<file path="src/rtl/mips_lsu.sv">
// Load/store unit: drives a word-only data memory, adding big-endian byte and
// halfword accesses. Sub-word stores run as read-modify-write.
module mips_lsu #(
    parameter int ADDR_W = 32
) (
    input  logic              clk,
    input  logic              reset_n,
    input  logic              req_valid,
    output logic              req_ready,
    input  logic              req_store,
    input  logic [1:0]        req_size,
    input  logic              req_unsigned,
    input  logic [ADDR_W-1:0] req_addr,
    input  logic [31:0]       req_wdata,
    output logic              resp_valid,
    output logic              resp_error,
    output logic [31:0]       resp_rdata,
    output logic [ADDR_W-1:0] mem_address,
    output logic [31:0]       mem_write_data,
    output logic              signal_mem_write,
    output logic              signal_mem_read,
    input  logic [31:0]       mem_read_data,
    output logic [1:0]        dbg_state
);

    localparam logic [1:0] ST_IDLE  = 2'd0;
    localparam logic [1:0] ST_READ  = 2'd1;
    localparam logic [1:0] ST_WRITE = 2'd2;
    localparam logic [1:0] ST_RESP  = 2'd3;

    localparam logic [1:0] SZ_BYTE = 2'b00;
    localparam logic [1:0] SZ_HALF = 2'b01;
    localparam logic [1:0] SZ_WORD = 2'b10;

    logic [1:0]        state_q, state_d;
    logic [1:0]        off_q, off_d;
    logic [1:0]        size_q, size_d;
    logic              store_q, store_d;
    logic              unsigned_q, unsigned_d;
    logic [15:0]       wdata_q, wdata_d;
    logic              req_ready_q, req_ready_d;
    logic              resp_valid_q, resp_valid_d;
    logic              resp_error_q, resp_error_d;
    logic [31:0]       resp_rdata_q, resp_rdata_d;
    logic [ADDR_W-1:0] mem_address_q, mem_address_d;
    logic [31:0]       mem_write_data_q, mem_write_data_d;
    logic              mem_read_q, mem_read_d;
    logic              mem_write_q, mem_write_d;

    logic              accept;
    logic              req_err;
    logic [7:0]        lane_byte;
    logic [15:0]       lane_half;
    logic [31:0]       load_ext;
    logic [31:0]       merged;

    // Handshake: a request transfers on the rising edge where req_valid and
    // req_ready are both high; req_ready is high only in IDLE. resp_valid is a
    // single-cycle pulse with no backpressure.
    always_comb begin
        accept  = req_valid && req_ready_q;
        req_err = (req_size == 2'b11)
                || (req_size == SZ_HALF && req_addr[0])
                || (req_size == SZ_WORD && req_addr[1:0] != 2'b00);

        case (off_q)
            2'd0:    lane_byte = mem_read_data[31:24];
            2'd1:    lane_byte = mem_read_data[23:16];
            2'd2:    lane_byte = mem_read_data[15:8];
            default: lane_byte = mem_read_data[7:0];
        endcase
        lane_half = off_q[1] ? mem_read_data[15:0] : mem_read_data[31:16];

        case (size_q)
            SZ_BYTE: load_ext = {{24{~unsigned_q & lane_byte[7]}}, lane_byte};
            SZ_HALF: load_ext = {{16{~unsigned_q & lane_half[15]}}, lane_half};
            default: load_ext = mem_read_data;
        endcase

        // Big-endian lane merge: offset 0 lives in the most significant bits.
        merged = mem_read_data;
        if (size_q == SZ_BYTE) begin
            case (off_q)
                2'd0:    merged[31:24] = wdata_q[7:0];
                2'd1:    merged[23:16] = wdata_q[7:0];
                2'd2:    merged[15:8]  = wdata_q[7:0];
                default: merged[7:0]   = wdata_q[7:0];
            endcase
        end else if (off_q[1]) begin
            merged[15:0] = wdata_q;
        end else begin
            merged[31:16] = wdata_q;
        end
    end

    always_comb begin
        state_d          = state_q;
        off_d            = off_q;
        size_d           = size_q;
        store_d          = store_q;
        unsigned_d       = unsigned_q;
        wdata_d          = wdata_q;
        mem_address_d    = mem_address_q;
        mem_write_data_d = mem_write_data_q;

        case (state_q)
            ST_IDLE: begin
                if (accept) begin
                    off_d      = req_addr[1:0];
                    size_d     = req_size;
                    store_d    = req_store;
                    unsigned_d = req_unsigned;
                    wdata_d    = req_wdata[15:0];
                    if (req_err) begin
                        state_d = ST_RESP;
                    end else begin
                        mem_address_d = {2'b00, req_addr[ADDR_W-1:2]};
                        if (req_store && req_size == SZ_WORD) begin
                            mem_write_data_d = req_wdata;
                            state_d          = ST_WRITE;
                        end else begin
                            state_d = ST_READ;
                        end
                    end
                end
            end
            ST_READ: begin
                if (store_q) begin
                    mem_write_data_d = merged;
                    state_d          = ST_WRITE;
                end else begin
                    state_d = ST_RESP;
                end
            end
            ST_WRITE: state_d = ST_RESP;
            default:  state_d = ST_IDLE;
        endcase

        req_ready_d  = (state_d == ST_IDLE);
        resp_valid_d = (state_d == ST_RESP);
        resp_error_d = (state_q == ST_IDLE) && accept && req_err;
        resp_rdata_d = (state_q == ST_READ && !store_q) ? load_ext : 32'd0;
        mem_read_d   = (state_d == ST_READ);
        mem_write_d  = (state_d == ST_WRITE);
    end

    always_ff @(posedge clk or negedge reset_n) begin
        if (!reset_n) begin
            state_q          <= ST_IDLE;
            off_q            <= 2'd0;
            size_q           <= 2'd0;
            store_q          <= 1'b0;
            unsigned_q       <= 1'b0;
            wdata_q          <= 16'd0;
            req_ready_q      <= 1'b1;
            resp_valid_q     <= 1'b0;
            resp_error_q     <= 1'b0;
            resp_rdata_q     <= 32'd0;
            mem_address_q    <= '0;
            mem_write_data_q <= 32'd0;
            mem_read_q       <= 1'b0;
            mem_write_q      <= 1'b0;
        end else begin
            state_q          <= state_d;
            off_q            <= off_d;
            size_q           <= size_d;
            store_q          <= store_d;
            unsigned_q       <= unsigned_d;
            wdata_q          <= wdata_d;
            req_ready_q      <= req_ready_d;
            resp_valid_q     <= resp_valid_d;
            resp_error_q     <= resp_error_d;
            resp_rdata_q     <= resp_rdata_d;
            mem_address_q    <= mem_address_d;
            mem_write_data_q <= mem_write_data_d;
            mem_read_q       <= mem_read_d;
            mem_write_q      <= mem_write_d;
        end
    end

    assign req_ready        = req_ready_q;
    assign resp_valid       = resp_valid_q;
    assign resp_error       = resp_error_q;
    assign resp_rdata       = resp_rdata_q;
    assign mem_address      = mem_address_q;
    assign mem_write_data   = mem_write_data_q;
    assign signal_mem_read  = mem_read_q;
    assign signal_mem_write = mem_write_q;
    assign dbg_state        = state_q;

endmodule
</file>
<file path="config.mk">
export PLATFORM = sky130hd
export DESIGN_NAME = mips_lsu
export DESIGN_NICKNAME = d
export VERILOG_FILES = /design/src/rtl/mips_lsu.sv
export SDC_FILE = /design/constraint.sdc
export NUM_CORES = 1
export LEC_CHECK = 0
export BUFFER_PORTS_ARGS = -buffer_cell sky130_fd_sc_hd__buf_2
export CORE_UTILIZATION = 55
export DETAILED_ROUTE_END_ITERATION = 12
export PLACE_DENSITY = 0.87
export SYNTH_ARGS = -nofsm -noshare
export SYNTH_HDL_FRONTEND = slang
export SYNTH_SLANG_ARGS = --single-unit
</file>
<file path="constraint.sdc">
create_clock -name clk -period 5.4 [get_ports clk]
set_input_delay 1.62 -clock clk [delete_from_list [all_inputs] [get_ports clk]]
set_output_delay 1.62 -clock clk [all_outputs]
set_load 0.03 [all_outputs]
</file>
==> impl_metrics.yaml <==
timing:
  relSlewSlack: 0.1353
  max_freq_mhz: 318.4
  slew_violations: 0
  setup_tns_ns: 0
  tightest_slew_ns: 1.297
  fin_crit_sh: 0.5817
  finalClockSkew_ns: 0.008820
  setup_viol: 0
  post-route-min-period_ns: 3.141
  post-route-worst-setup-slack_ns: 2.259
  final-hold-violation-count: 0
  grt_setup_unrepaired: "no"
logic_synthesis:
  synthAdderAreaFrac: 0.008220
  ys_seq_area_frac: 0.5058
  synth_xor_xnor_area_share: 0
  synth_seq_cells: 123
  ys_warn_count: 0
  synth_edf_count: 0
  synth.distinct_cells: 43
  ys.flop_type: "dfrtp_1"
  syn_area_mm2: 0.006088
  yosys.area_share.simple: 0.07234
  synth.mux.area_fraction: 0.2004
  synth_compound_area_frac: 0.1761
  synth_top_family_by_area: "multiplexers"
  synth_area_per_cell_um2: 11.71
  ys_async_sr_fraction: 1.000
  postSynthCellCount: 520
final_layout:
  regArea_mm2: 0.003080
  drive_gt1_frac: 0.4357
  fillers: 768
  layout_common_cells: "buf_2, dfrtp_1, mux2_2"
  multi_input_area_mm2: 0.002795
  antenna_cells: 0
  area_growth_pct: 28.20
  post-route-util: 0.7232
  layout_commonest_cell: "buf_2"
  fin_cells: 863
  nNetsFinal: 817
routing:
  via_per_inst: 6.001
  ant_nets: 0
  routed-via-count: 5179
  wl_met1_um: 6700
  firstDrtPassIters: 5
  routed_wl_um: 17420
  wl_per_cell_um: 20.19
  drc_errors: 0
  top_layer: "met4"
  route.met2.wl_um: 8649
  wl_met3_um: 1560
  drtIter0Drc: 481
die:
  rows: 38
  core_region_area_mm2: 0.01079
  start_util: 0.5641
  fp.dieH_um: 107.2
  fp.dieW_um: 107.2
  die-area_mm2: 0.01149
  ios: 206
power_and_ir_drop:
  p_leak_nw: 4.030
  peakVddDrop_mv: 0.5091
  total_power_w: 0.005495
  power_density_mw_per_mm2: 704.0
placed_design:
  dp.cells: 831
  portBuffers: 203
  gp_congestion: 0.8944
  post-dp-hpwl_um: 12270
  place_ws_ns: 1.991
setup_path:
  crit_type: "reg -> reg"
  worstPathRequired_ns: 5.85
  cp.arrival_ns: 3.59
  worstSetupStartpointType: "flop"
  worstPathMaxFanout: 30
  setup.worst_path.end_class: "flop"
clock_network:
  cts_buffers: 17
  clock-root-buffer: "clkbuf_8"
  cts_max_path_buffers: 2
  cts_setup_buffers: 0
  cts_resized: 0
  clk_latency_ns: 0.52
  clock_sinks: 123
  h-tree-depth: 4
  cts_tree: "yes"
  cts_hold_buf: 0
  clk_pin_slew_worst_paths_ns: 0.06
hold_path:
  hold_class: "reg -> reg"
grt:
  grt_max_degree: 50
  groute.usage.overall: 0.3160
  grt.overflow.total: 0
  grt_pass1_wl_um: 27170
  grt_pass1_vias: 5150
  antenna_found_initial: 0
outcome:
  status: "finished clean"
flow_run:
  drv_cap: 0
registers in the layout, indices dropped and copies added, names as in the netlist:
name and cells:
dbg_state 2, mem_write_data 32, resp_error 1, wdata_q 16, mem_address 30, store_q 1, signal_mem_read 1, resp_valid 1
req_ready 1, resp_rdata 32, signal_mem_write 1, unsigned_q 1, off_q 2, size_q 2
routing by layer:
metal | vias to the layer above | track usage
li1 | 2309 | -
met1 | 2546 | 0.4058
met2 | 272 | 0.5046
met3 | 52 | 0.08875
met4 | 0 | 0.1292
met5 | - | 0
critical path: stages, from the launching register on:
cell	delay (ns)
dfrtp_1	0.44
inv_1	0.11
ha_1	0.79
nand2b_1	0.54
nor2_1	0.95
a21o_1	0.23
layout make-up:
type                       count  share of cell area
sequential                   123              0.3947
multi-input combinational    346              0.3581
timing repair buffer         211              0.1382
clock buffer                  21             0.06012
tap                          140             0.02244
clock inverter                11             0.02116
inverter                      11            0.005290
synthesized netlist by cell type (8+ instances only):
cell type  count  area (µm²)
nor2_1        10       37.54
inv_1         11       41.29
a32o_1        16       160.2
o311ai_0       8       70.07
mux2i_1       36       360.4
o211ai_1       8       60.06
dfrtp_1      122        3053
nand2b_1      37       231.5
mux2_2        61       686.9
a21o_1        18       135.1
o21ai_0       18       90.09
a21oi_1       36       180.2
clkbuf_1      28       105.1
o221ai_1      16       140.1
nand2_1       24       90.09
mux2_1        10       112.6
power breakdown:
group / internal [W] / switching, W / leakage [nW]
clock network: 0.000797 / 0.000405 / 0.314
logic: 0.000991 / 0.00166 / 2.16
registers: 0.00133 / 0.000315 / 1.55
path summary, 6_finish.rpt:
path                                                        to  cells after the start                      startpoint  slack, ns
worst max-delay path                  resp_rdata[30]$_DFF_PN0_                      5          dbg_state[1]$_DFF_PN0_       2.26
worst min-delay path            mem_write_data[25]$_DFFE_PN0P_                      1  mem_write_data[25]$_DFFE_PN0P_       0.49
worst max register to register        resp_rdata[30]$_DFF_PN0_                      5          dbg_state[1]$_DFF_PN0_       2.26
worst min register to register  mem_write_data[25]$_DFFE_PN0P_                      1  mem_write_data[25]$_DFFE_PN0P_       0.49
max in group asynchronous                 off_q[1]$_DFFE_PN0P_                      2                         reset_n       3.43
min in group asynchronous       mem_write_data[13]$_DFFE_PN0P_                      1                         reset_n       1.01
metrics by stage:
stage | hold WS (ns) | area [µm²]
global route | 0.5039 | 7805
finish | 0.4901 | 7805
floorplan | 0.4980 | 6092
detailed placement | 0.4773 | 7171
CTS | 0.4932 | 7805
global placement | 0.4711 | 7171
cell families (layout without fill, tap and decap cells):
logic type | after synthesis | count (layout)
flip-flops | 123 | 123
multiplexers | 111 | 111
other | 1 | 2
AND/OR/NAND/NOR | 84 | 84
AO/OA/AOI/OAI | 145 | 145
buffers and inverters | 52 | 254
adder cells (fa/ha/maj) | 4 | 4
Power figures use the tool's default switching activity.
